### src/rtl/ras_ckpt_pkg.sv
// Shared defaults and stack-operation decode for the checkpointed return address stack.
package ras_ckpt_pkg;

   localparam int unsigned RAS_SIZE      = 8;
   localparam int unsigned RAS_CKPT_SIZE = 8;
   localparam int unsigned RAS_ADDR_W    = 32;

   typedef enum logic [1:0] {
      STK_HOLD,
      STK_PUSH,
      STK_POP,
      STK_REPL
   } stk_op_e;

   // push+pop replaces the top, except on an empty stack where it degrades to a plain push
   function automatic stk_op_e stk_op_decode(input logic push, input logic pop, input logic empty);
      if (push && pop) return empty ? STK_PUSH : STK_REPL;
      if (push)        return STK_PUSH;
      if (pop && !empty) return STK_POP;
      return STK_HOLD;
   endfunction

endpackage

### src/rtl/ras_ckpt_fifo.sv
// In-order checkpoint FIFO: snapshot storage with allocate, release-oldest and truncate-to-tag.
module ras_ckpt_fifo #(
   parameter int unsigned NUM_CKPT = 8,
   parameter int unsigned SNAP_W   = 36
) (
   input  logic                        clock,
   input  logic                        reset,
   input  logic                        alloc_req_i,
   input  logic                        rel_i,
   input  logic                        recover_i,
   input  logic [$clog2(NUM_CKPT)-1:0] recover_tag_i,
   input  logic [SNAP_W-1:0]           snap_wdata_i,
   output logic [SNAP_W-1:0]           snap_rdata_o,
   output logic                        alloc_gnt_o,
   output logic [$clog2(NUM_CKPT)-1:0] alloc_tag_o,
   output logic                        full_o,
   output logic [$clog2(NUM_CKPT):0]   count_o
`ifdef DEBUG
   ,
   output logic [$clog2(NUM_CKPT)-1:0] head_o,
   output logic [$clog2(NUM_CKPT)-1:0] tail_o
`endif
);

   localparam int unsigned TAG_W = $clog2(NUM_CKPT);
   localparam logic [TAG_W:0] FULL_CNT = (TAG_W+1)'(NUM_CKPT);

   logic [SNAP_W-1:0] snap_q [NUM_CKPT];
   logic [TAG_W-1:0]  head_q, head_d;
   logic [TAG_W-1:0]  tail_q, tail_d;
   logic [TAG_W:0]    count_q, count_d;
   logic [TAG_W-1:0]  live_span;
   logic              rel_ok;

   assign full_o       = (count_q == FULL_CNT);
   assign alloc_gnt_o  = alloc_req_i & ~full_o & ~recover_i;
   assign alloc_tag_o  = tail_q;
   assign count_o      = count_q;
   assign snap_rdata_o = snap_q[recover_tag_i];
   assign rel_ok       = rel_i & (count_q != '0);
   assign live_span    = recover_tag_i - head_q;

`ifdef DEBUG
   assign head_o = head_q;
   assign tail_o = tail_q;
`endif

   always_comb begin
      head_d  = head_q;
      tail_d  = tail_q;
      count_d = count_q;
      if (rel_ok) head_d = head_q + 1'b1;
      if (recover_i) begin
         // Slots from recover_tag onward are discarded; the oldest may also retire this cycle
         tail_d  = recover_tag_i;
         count_d = (TAG_W+1)'(live_span) - (TAG_W+1)'(rel_ok);
      end else begin
         if (alloc_gnt_o) tail_d = tail_q + 1'b1;
         count_d = count_q + (TAG_W+1)'(alloc_gnt_o) - (TAG_W+1)'(rel_ok);
      end
   end

   always_ff @(posedge clock) begin
      if (reset) begin
         head_q  <= '0;
         tail_q  <= '0;
         count_q <= '0;
         for (int unsigned i = 0; i < NUM_CKPT; i++) snap_q[i] <= '0;
      end else begin
         head_q  <= head_d;
         tail_q  <= tail_d;
         count_q <= count_d;
         if (alloc_gnt_o) snap_q[tail_q] <= snap_wdata_i;
      end
   end

endmodule

### src/rtl/ras_ckpt.sv
// Return address stack with per-branch checkpoints; restores tos/cnt/top from a checkpoint on mispredict.
module ras_ckpt
   import ras_ckpt_pkg::*;
#(
   parameter int unsigned DEPTH    = RAS_SIZE,
   parameter int unsigned ADDR_W   = RAS_ADDR_W,
   parameter int unsigned NUM_CKPT = RAS_CKPT_SIZE
) (
   input  logic                        clock,
   input  logic                        reset,
   input  logic                        push,
   input  logic [ADDR_W-1:0]           push_addr,
   input  logic                        pop,
   output logic                        top_valid,
   output logic [ADDR_W-1:0]           top_addr,
   input  logic                        ckpt_req,
   output logic                        ckpt_gnt,
   output logic [$clog2(NUM_CKPT)-1:0] ckpt_tag,
   input  logic                        rel,
   input  logic                        recover,
   input  logic [$clog2(NUM_CKPT)-1:0] recover_tag,
   output logic                        ckpt_full,
   output logic [$clog2(NUM_CKPT):0]   ckpt_count
`ifdef DEBUG
   ,
   output logic [DEPTH*ADDR_W-1:0]     ras_stack_out,
   output logic [$clog2(DEPTH)-1:0]    ras_tos_out,
   output logic [$clog2(DEPTH):0]      ras_cnt_out,
   output logic [$clog2(NUM_CKPT)-1:0] ckpt_head_out,
   output logic [$clog2(NUM_CKPT)-1:0] ckpt_tail_out
`endif
);

   localparam int unsigned PTR_W = $clog2(DEPTH);
   localparam logic [PTR_W:0] CNT_MAX = (PTR_W+1)'(DEPTH);

   typedef struct packed {
      logic [PTR_W-1:0]  tos;
      logic [PTR_W:0]    cnt;
      logic [ADDR_W-1:0] top;
   } ras_ckpt_t;

   localparam int unsigned SNAP_W = $bits(ras_ckpt_t);

   logic [ADDR_W-1:0] stack_q [DEPTH];
   logic [PTR_W-1:0]  tos_q, tos_d;
   logic [PTR_W:0]    cnt_q, cnt_d;
   logic              wr_en;
   logic [PTR_W-1:0]  wr_idx;
   logic [ADDR_W-1:0] wr_data;
   stk_op_e           op;
   ras_ckpt_t         snap_w, snap_r;
   logic [SNAP_W-1:0] snap_rdata;

   assign top_valid = (cnt_q != '0);
   assign top_addr  = stack_q[tos_q];
   assign op        = stk_op_decode(push, pop, cnt_q == '0);
   assign snap_w    = '{tos: tos_q, cnt: cnt_q, top: stack_q[tos_q]};
   assign snap_r    = ras_ckpt_t'(snap_rdata);

   ras_ckpt_fifo #(
      .NUM_CKPT (NUM_CKPT),
      .SNAP_W   (SNAP_W)
   ) u_fifo (
      .clock         (clock),
      .reset         (reset),
      .alloc_req_i   (ckpt_req),
      .rel_i         (rel),
      .recover_i     (recover),
      .recover_tag_i (recover_tag),
      .snap_wdata_i  (snap_w),
      .snap_rdata_o  (snap_rdata),
      .alloc_gnt_o   (ckpt_gnt),
      .alloc_tag_o   (ckpt_tag),
      .full_o        (ckpt_full),
      .count_o       (ckpt_count)
`ifdef DEBUG
      ,
      .head_o        (ckpt_head_out),
      .tail_o        (ckpt_tail_out)
`endif
   );

   always_comb begin
      tos_d   = tos_q;
      cnt_d   = cnt_q;
      wr_en   = 1'b0;
      wr_idx  = tos_q;
      wr_data = push_addr;
      if (recover) begin
         // Rewriting the saved top undoes a pop-then-push that clobbered that slot
         tos_d   = snap_r.tos;
         cnt_d   = snap_r.cnt;
         wr_en   = 1'b1;
         wr_idx  = snap_r.tos;
         wr_data = snap_r.top;
      end else begin
         case (op)
            STK_PUSH: begin
               tos_d  = tos_q + 1'b1;
               wr_en  = 1'b1;
               wr_idx = tos_q + 1'b1;
               if (cnt_q != CNT_MAX) cnt_d = cnt_q + 1'b1;
            end
            STK_POP: begin
               tos_d = tos_q - 1'b1;
               cnt_d = cnt_q - 1'b1;
            end
            STK_REPL: wr_en = 1'b1;
            default: ;
         endcase
      end
   end

   always_ff @(posedge clock) begin
      if (reset) begin
         tos_q <= '0;
         cnt_q <= '0;
         for (int unsigned i = 0; i < DEPTH; i++) stack_q[i] <= '0;
      end else begin
         tos_q <= tos_d;
         cnt_q <= cnt_d;
         if (wr_en) stack_q[wr_idx] <= wr_data;
      end
   end

`ifdef DEBUG
   always_comb begin
      ras_stack_out = '0;
      for (int unsigned i = 0; i < DEPTH; i++) ras_stack_out[i*ADDR_W +: ADDR_W] = stack_q[i];
   end
   assign ras_tos_out = tos_q;
   assign ras_cnt_out = cnt_q;
`endif

endmodule

### config.mk
export PLATFORM = sky130hd
export DESIGN_NAME = ras_ckpt
export DESIGN_NICKNAME = d
export VERILOG_FILES = /design/src/rtl/ras_ckpt_pkg.sv /design/src/rtl/ras_ckpt_fifo.sv /design/src/rtl/ras_ckpt.sv
export SDC_FILE = /design/constraint.sdc
export NUM_CORES = 1
export LEC_CHECK = 0
export CAP_MARGIN = 15
export CORE_UTILIZATION = 60
export DETAILED_ROUTE_END_ITERATION = 8
export GPL_TIMING_DRIVEN = 0
export PLACE_DENSITY = 0.88
export RECOVER_POWER = 50
export REMOVE_ABC_BUFFERS = 1
export SLEW_MARGIN = 20
export SYNTH_ARGS = -nofsm -noshare
export SYNTH_HDL_FRONTEND = slang
export SYNTH_SLANG_ARGS = --single-unit
### constraint.sdc
create_clock -name clock -period 9.29 [get_ports clock]
set_clock_uncertainty 0.15 [all_clocks]
set_input_delay 1.3935 -clock clock [delete_from_list [all_inputs] [get_ports clock]]
set_output_delay 1.3935 -clock clock [all_outputs]
set_load 0.02 [all_outputs]
# ---- Word-level counts from Yosys, hierarchy flattened
# Memory sizes are Yosys's and may differ from the RTL's. A register that Yosys moved wholly into a read port is not among the register bits.
# Cells that the tools add are included.
dict set report totals {
  ramBits 568
  ff_bits 17
  memories 2
  input_bits 42
  wordCells 82
}
dict set report classes {
  muxes 42
  n_reduce_logical 12
  n_addsub 10
  eq_ne 6
  bitwise_logic 5
}
# name words width rd rd_clocked_by_memory_dff write_ports line
set mem_list {}
lappend mem_list {u_fifo.snap_q 8 39 1 0 8 ras_ckpt_fifo.sv:28} ;# logic [SNAP_W-1:0] snap_q [NUM_CKPT];
lappend mem_list {stack_q 8 32 1 1 8 ras_ckpt.sv:45} ;# logic [ADDR_W-1:0] stack_q [DEPTH];
# op n
set ops {}
lappend ops {{two-way mux 32 bit} 2}
lappend ops {{two-way mux 39 bit} 1}
lappend ops {{OR reduction 39 bit} 1}
lappend ops {{OR reduction 32 bit} 1}
lappend ops {{two-way mux 3 bit} 9}
lappend ops {{two-way mux 1 bit} 18}
lappend ops {{two-way mux 2 bit} 7}
lappend ops {{two-way mux 4 bit} 3}
lappend ops {{adder 3 x 1 -> 3 bit (second input constant)} 3}
lappend ops {{one-hot mux 4 bit (2 select lines)} 1}
lappend ops {{nonzero test 4 bit} 2}
lappend ops {{one-hot mux 3 bit (2 select lines)} 1}
lappend ops {{adder 4 x 1 -> 4 bit} 1}
lappend ops {{adder 4 x 1 -> 4 bit (second input constant)} 1}
lappend ops {{equality test 2 bit (second input constant)} 2}
lappend ops {{equality test 4 bit (second input constant)} 1}
lappend ops {{zero test 4 bit} 1}
lappend ops {{inequality test 4 bit (second input constant)} 1}
lappend ops {{subtractor 3 x 1 -> 4 bit} 1}
lappend ops {{subtractor 4 x 1 -> 4 bit} 1}
lappend ops {{subtractor 4 x 1 -> 4 bit (second input constant)} 1}
lappend ops {{bitwise AND 1 bit} 3}
lappend ops {{inequality test 3 bit (second input constant)} 1}
lappend ops {{nonzero test 3 bit} 1}
lappend ops {{other kinds (9)} 11}

# ---- Logic depth before layout (Yosys ltp)
dict set report logic_depth {
  depth_word 18
  depth_mapped 15
  ltp_nobuf 15
}

# ---- Modules after synthesis
# Synthesis repeated with hierarchy kept, for this count alone.
dict set report unflattened {
  hier_cells 2092
  hier_area_um2 28230.8
}
# module seq_area_each_um2 area_each_um2 instances cells_per_inst
set by_module_without_submodules {}
lappend by_module_without_submodules {ras_ckpt_fifo 9569.2 14207.4 1 1064}
lappend by_module_without_submodules {ras_ckpt 7887.6 14023.4 1 1028}

# ---- Worst setup path before layout
# No wires, ideal clock.
dict set report synth_timing {
  path_kind {in2reg}
  startpoint {input recover_tag[0]}
  endpoint {memory stack_q[0][0] (netlist bit) (enable)}
  setup_ns 0.428
  slack_ns 4.116
  t_arrival_ns 4.596
  cell_stages 7
  required_time_ns 8.712
  path_cell_list {buf_2 -> mux4_2 -> mux2_2 -> a211oi_2 -> nand3_2 -> buf_2 -> o21bai_1}
}
# item line
set synth_lines {}
lappend synth_lines {{start: declaration} ras_ckpt.sv:21} ;# input logic [$clog2(NUM_CKPT)-1:0] recover_tag,
lappend synth_lines {{end: declaration} ras_ckpt.sv:45}

==> flow_summary.yaml <==
clocking:
  cts_resized: 0
  cts_setup_buffers: 0
  clock_latency_ns: 0.60
  cts-root-buf: "clkbuf_16"
  cts_tree: "done"
  clk_path_buf_depth: 3
  path_clk_slew_ns: 0.06
  cts.sinks: 588
  cts_made_buffers: 56
  hold_buffers: 0
  cts_max_level: 2
critical_path:
  path_class: "primary input to flip-flop"
  crit_path_cell_trace: "clkbuf_1, buf_16, nand3b_1, o32a_1, a21oi_1, o221ai_1, clkbuf_1, nand2b_2, buf_16"
  cp.arrival_ns: 7.65
  cp.required_ns: 9.49
  end_kind: "flip-flop"
  crit_start: "recover"
  reg2reg_from: "cnt_q[0]"
  critical_path.slowest_cell: "o221ai_1"
  cp-start-kind: "primary input"
  cp_slowest_stage_delay_ns: 1.59
  cp_max_fo: 51
finish:
  drive_gt1_share_pct: 18.36
  stdcell_count: 2475
  final_common_cell: "edfxtp_1"
  seq_area_sq_mm: 0.01747
  n_antenna_cell: 0
  area_growth_pct: 12.29
  final_cell_mix: "edfxtp_1, nor2_1, mux4_2"
  fillers: 2571
  multiInputGateArea_sq_mm: 0.008162
  fin_nets: 1900
  final_area_sq_mm: 0.02974
synthesis:
  muxShareOfSynthArea_pct: 16.19
  yosys.area_share.simple_pct: 11.40
  synth_area_per_cell_sq_um: 14.57
  synth_edf_count: 568
  syn_area_sq_mm: 0.02648
  synth.distinct_cells: 62
  synth_seq_cells: 588
  synth_fa_ha_area_share_pct: 0.8127
  synth_ff_type: "edfxtp_1"
  synth_top_family_by_area: "multiplexers"
  synth_xor_xnor_area_share_pct: 0.4961
  syn_inst: 1818
  synth_compound_area_share_pct: 1.597
  async_reset_ff_share_pct: 0
  ys_seq_area_share_pct: 65.92
  ys_warn_count: 0
route:
  post_drt_wl_per_cell_um: 27.63
  drcViolationCount: 0
  dr.pass1.iters: 8
  totalWireLength_um: 68400
  ant_nets: 0
  num_vias: 16509
  viasPerCell: 6.670
  drt-initial-drc-count: 2035
global_route:
  grt_pass1_wl_um: 101500
  grt_usage_pct: 31.00
  grt_max_degree: 52
  grt_pass1_vias: 17074
  grt_antenna_before_repair: 0
  grt.overflow.total: 0
timing:
  finalCriticalPeriod_ns: 7.454
  fin_crit_sh_pct: 80.24
  hold_violations: 0
  worstMarginPinSlew_ns: 2.351
  finalSetupTns_ns: 0
  clock.fmax_mhz: 134.2
  maxSlewViolCount: 114
  rsz0062_at_grt: "no"
  max_slew_margin_pct: -56.92
  setup_viol: 0
  fin_hold_ws_ns: 0.3936
place:
  gp_congestion: 0.7599
  dp_hpwl_um: 39800
  place_area_sq_mm: 0.02836
  placed_cells: 2369
  port_buffers: 83
floorplanning:
  core_sq_mm: 0.04327
  io_pins: 84
  die_area_sq_mm: 0.04498
  die_w_um: 212.1
  rows: 76
  initial_core_util_pct: 61.21
  dieHeight_um: 212.1
pwr:
  p_per_area_mw_per_mm2: 217.6
  vdd_ir_drop_max_uv: 164.5
  pwr-share-seq_pct: 49.0
  power_frac_comb_pct: 15.2
  clockPowerShare_pct: 35.8
  swShare_pct: 25.99
  internal_power_mw: 4.788
  power.total_mw: 6.470
  leakage_nw: 10.71
  p_sw_mw: 1.682
status:
  violations: "capacitance limit, slew limit"
  status: "complete, but fails checks"
min_path:
  hp-start: "u_fifo.head_q[2]"
  hp-class: "flip-flop to flip-flop"
flow_run:
  cap_violations: 6
==> cells in the mapped netlist (3+ instances only) <==
| cell | instances | share of area [%] |
|---|---|---|
| edfxtp_1 | 568 | 64 |
| nor2_1 | 519 | 7.4 |
| mux4_2 | 139 | 12 |
| mux2i_1 | 74 | 2.8 |
| clkbuf_1 | 64 | 0.91 |
| inv_1 | 44 | 0.62 |
| buf_2 | 42 | 0.79 |
| buf_4 | 37 | 1.0 |
| mux2_2 | 37 | 1.6 |
| nor3_1 | 35 | 0.66 |
| or2_2 | 32 | 0.76 |
| and2_1 | 31 | 0.73 |
| dfxtp_1 | 20 | 1.5 |
| and3_1 | 16 | 0.38 |
| nand2b_1 | 16 | 0.38 |
| ha_1 | 14 | 0.66 |
| buf_1 | 13 | 0.18 |
| nand2_1 | 11 | 0.16 |
| nand3_1 | 9 | 0.17 |
| xnor2_1 | 9 | 0.30 |
| a211oi_1 | 8 | 0.23 |
| a21oi_1 | 7 | 0.13 |
| nor2b_1 | 7 | 0.17 |
| xor2_1 | 6 | 0.20 |
| o21bai_1 | 5 | 0.14 |
| nor3b_1 | 4 | 0.11 |
| nand3b_1 | 3 | 0.085 |
| o21ai_0 | 3 | 0.057 |
==> power groups by stage <==
stage	sequential (mW)	clock, mW	combinational, mW
2_1_floorplan	3.21	0	0.564
3_3_place_gp	3.23	0	0.887
3_5_place_dp	3.21	0	0.965
4_1_cts	3.17	2.31	0.996
5_1_grt	3.18	2.40	1.04
6_report	3.17	2.32	0.985
==> area by class of cell <==
cell class / count / area share, %
well taps: 585 / 2.461
inverters: 46 / 0.5806
multi-input cells: 1028 / 27.45
clock inverters: 33 / 1.115
clock buffers: 73 / 5.099
flip-flops and latches: 588 / 58.74
repair buffers: 122 / 4.557
==> through the flow <==
step	worst slack, ns	util (%)
floorplan	3.709	-
global placement	-3.799	63.02
detailed placement	2.996	65.55
CTS	3.597	69.82
global route	1.894	68.73
finish	1.836	68.73
==> per-layer routing <==
layer  wire length, um  global-route usage [%]  share of wire [%]  vias up
li1                  -                       -                  -     6701
met1             22780                   37.74                 33     8212
met2             34710                   52.97                 51     1328
met3              7426                   5.465                 11      268
met4              3476                   16.74                5.1        0
met5                 0                       0                  0        -
==> cells by family after synthesis <==
logic type / count (synthesis)
flip-flops: 588
buffers and inverters: 202
AND/OR/NAND/NOR: 697
adder cells (fa/ha/maj): 16
XOR/XNOR: 15
multiplexers: 250
AO/OA/AOI/OAI: 50
==> state kept, by name, summed over array words and instances (netlist names), named ones only <==
register and cells:
cnt_q 4, stack_q 256, tos_q 3, u_fifo.alloc_tag_o 3
u_fifo.count_o 4, u_fifo.head_q 3, u_fifo.snap_q 312
==> worst max-delay path: cells and delay by family <==
family / cells / cell delay, ns
buf+inv: 4 / 3.23
compound gates: 3 / 2.06
simple gates: 2 / 0.89
==> path summary, 6_finish.rpt <==
path / endpoint / cells after the start / slack [ns]
setup / recovery: stack_q[7][7] / 9 / 1.84
hold / removal: u_fifo.head_q[2] / 2 / 0.39
setup reg to reg: stack_q[7][7] / 7 / 3.18
hold reg to reg: u_fifo.head_q[2] / 2 / 0.39
(Power assumes the default switching activity.)
==> patch, RTL diff (same settings) <==
The option `DEBUG` is turned on by a define.
--- a/src/rtl/ras_ckpt_fifo.sv
+++ b/src/rtl/ras_ckpt_fifo.sv
@@ -1,4 +1,6 @@
 // In-order checkpoint FIFO: snapshot storage with allocate, release-oldest and truncate-to-tag.
+`define DEBUG
+
 module ras_ckpt_fifo #(
    parameter int unsigned NUM_CKPT = 8,
    parameter int unsigned SNAP_W   = 36
Function (old outputs only; new: ckpt_head_out, ckpt_tail_out, ras_cnt_out, ras_stack_out and ras_tos_out): same outputs for any inputs over 4 cycles, from zero or initial values and one cycle with reset high; that may be too few to reach the edited logic, so the function may still have changed.
==> patch against the original RTL <==
  * Non-clock buffer count rose by 296
  * Setup slack gained 240 ps
  * The run still ends with capacitance limit, slew limit left
  * Cell area is 11% higher
  * Sequential cell count unchanged
  * Power rose by 4.8%
  * Area after synthesis is 0.52% higher
  * Wire length up 21%
==> patch: results (changes against the original RTL) <==
- Max Slew Vio Count: 286 (was 114)
- Seq/Total Area, Yosys: 65.6% (was 65.9%)
- Initial antenna violation count: 1 (was 0)
- Port bufs: 352 (was 83)
- Max Cap Viol: 10 (was 6)
- Leak Pwr: 0.0120 µW (was 0.0107 µW)
- First-pass GRT wire length: 121 mm (was 102 mm)
- Failing checks: capacitance limit, slew limit (unchanged)
- Largest net degree at the start of global routing: 49 (was 52)
- Outcome: finished with violations (unchanged)
- Skew-Pair Late Insertion Delay: 640 ps (was 600 ps)
- Synth top cells by count: 568 x edfxtp_1, 295 x nor2_1, 241 x nor3_1 (was 568 x edfxtp_1, 519 x nor2_1, 139 x mux4_2)
- Worst hold path startpoint: u_fifo.head_o[2] (was u_fifo.head_q[2])
- Starting DRT DRC Count: 2282 (was 2035)
- Post-synthesis adder-cell area fraction: 0.808% (was 0.813%)
- WL final: 83.0 mm (was 68.4 mm)
- Final nets: 2195 (was 1900)
- Slowest stage delay, CP: 1660 ps (was 1590 ps)
- Detailed placer's ending HPWL: 53.3 mm (was 39.8 mm)
- Synth unique cells: 57 (was 62)
- Max VDD drop: 0.182 mV (was 0.164 mV)
- Slew Limit Headroom: -58.8% (was -56.9%)
- Synth area leaders: edfxtp_1 64%, mux4_2 12%, nor3_1 4.5%, nor2_1 4.2%, mux2i_1 2.8% (was edfxtp_1 64%, mux4_2 12%, nor2_1 7.4%, mux2i_1 2.8%, mux2_2 1.6%)
- Critical-path top delay cell: clkbuf_1 (was o221ai_1)
- Reg2reg start: ras_tos_out[1] (was cnt_q[0])
- Routed length per placed instance: 30.0 µm (was 27.6 µm)
- Worst reg-to-reg setup slack: 3970 ps (was 3180 ps)
- Compound-Gate Fraction of Synth Area: 1.37% (was 1.60%)
- Critical path peak fanout: 37 (was 51)
- Mean number of vias per cell: 6.78 (was 6.67)
- R2R cell count: 8 (was 7)
- Mux cell area share after synthesis: 16.0% (was 16.2%)
- Routability cong.: 0.838 (was 0.760)
- Worst Hold End: u_fifo.head_o[2] (was u_fifo.head_q[2])
- Post-Synth XOR/XNOR Area: 0.526% (was 0.496%)
- Layout cells sized above 1: 16.9% (was 18.4%)
- DP Area: 0.0317 mm² (was 0.0284 mm²)
[patch: stage by stage]
stage | hold WS [ps] | worst slack, ps | TNS, ps | utilization [%]
floorplan | 455 | 191 | 0 | -
global route | 520 | 2070 | 0 | 76.2
finish | 471 | 2080 | 0 | 76.2
detailed placement | 428 | 3420 | 0 | 73.0
global placement | 386 | -13150 | -4114870 | 69.5
CTS | 475 | 3970 | 0 | 76.9
[patch: cell type report]
type                       count  area [µm²]
sequential                   588       17500
fill                        2391       10400
multi-input combinational   1022        8420
timing repair buffer         418        4560
clock buffer                  71        1500
tap                          585         732
clock inverter                31         233
inverter                      49         184
antenna                        1        2.50
[patch: report_power, final]
part	switching, µW	internal [µW]
Sequential	112	3080
Combinational	838	522
Clock	1010	1220
Total	1960	4820
[patch: per-layer routing]
layer / track usage (%) / vias up / wire length, µm
met3: 9.51 / 318 / 11000
met5: 0 / - / 15
li1: - / 7501 / -
met2: 59.7 / 1699 / 40300
met1: 48.0 / 9222 / 27800
met4: 16.3 / 2 / 3820
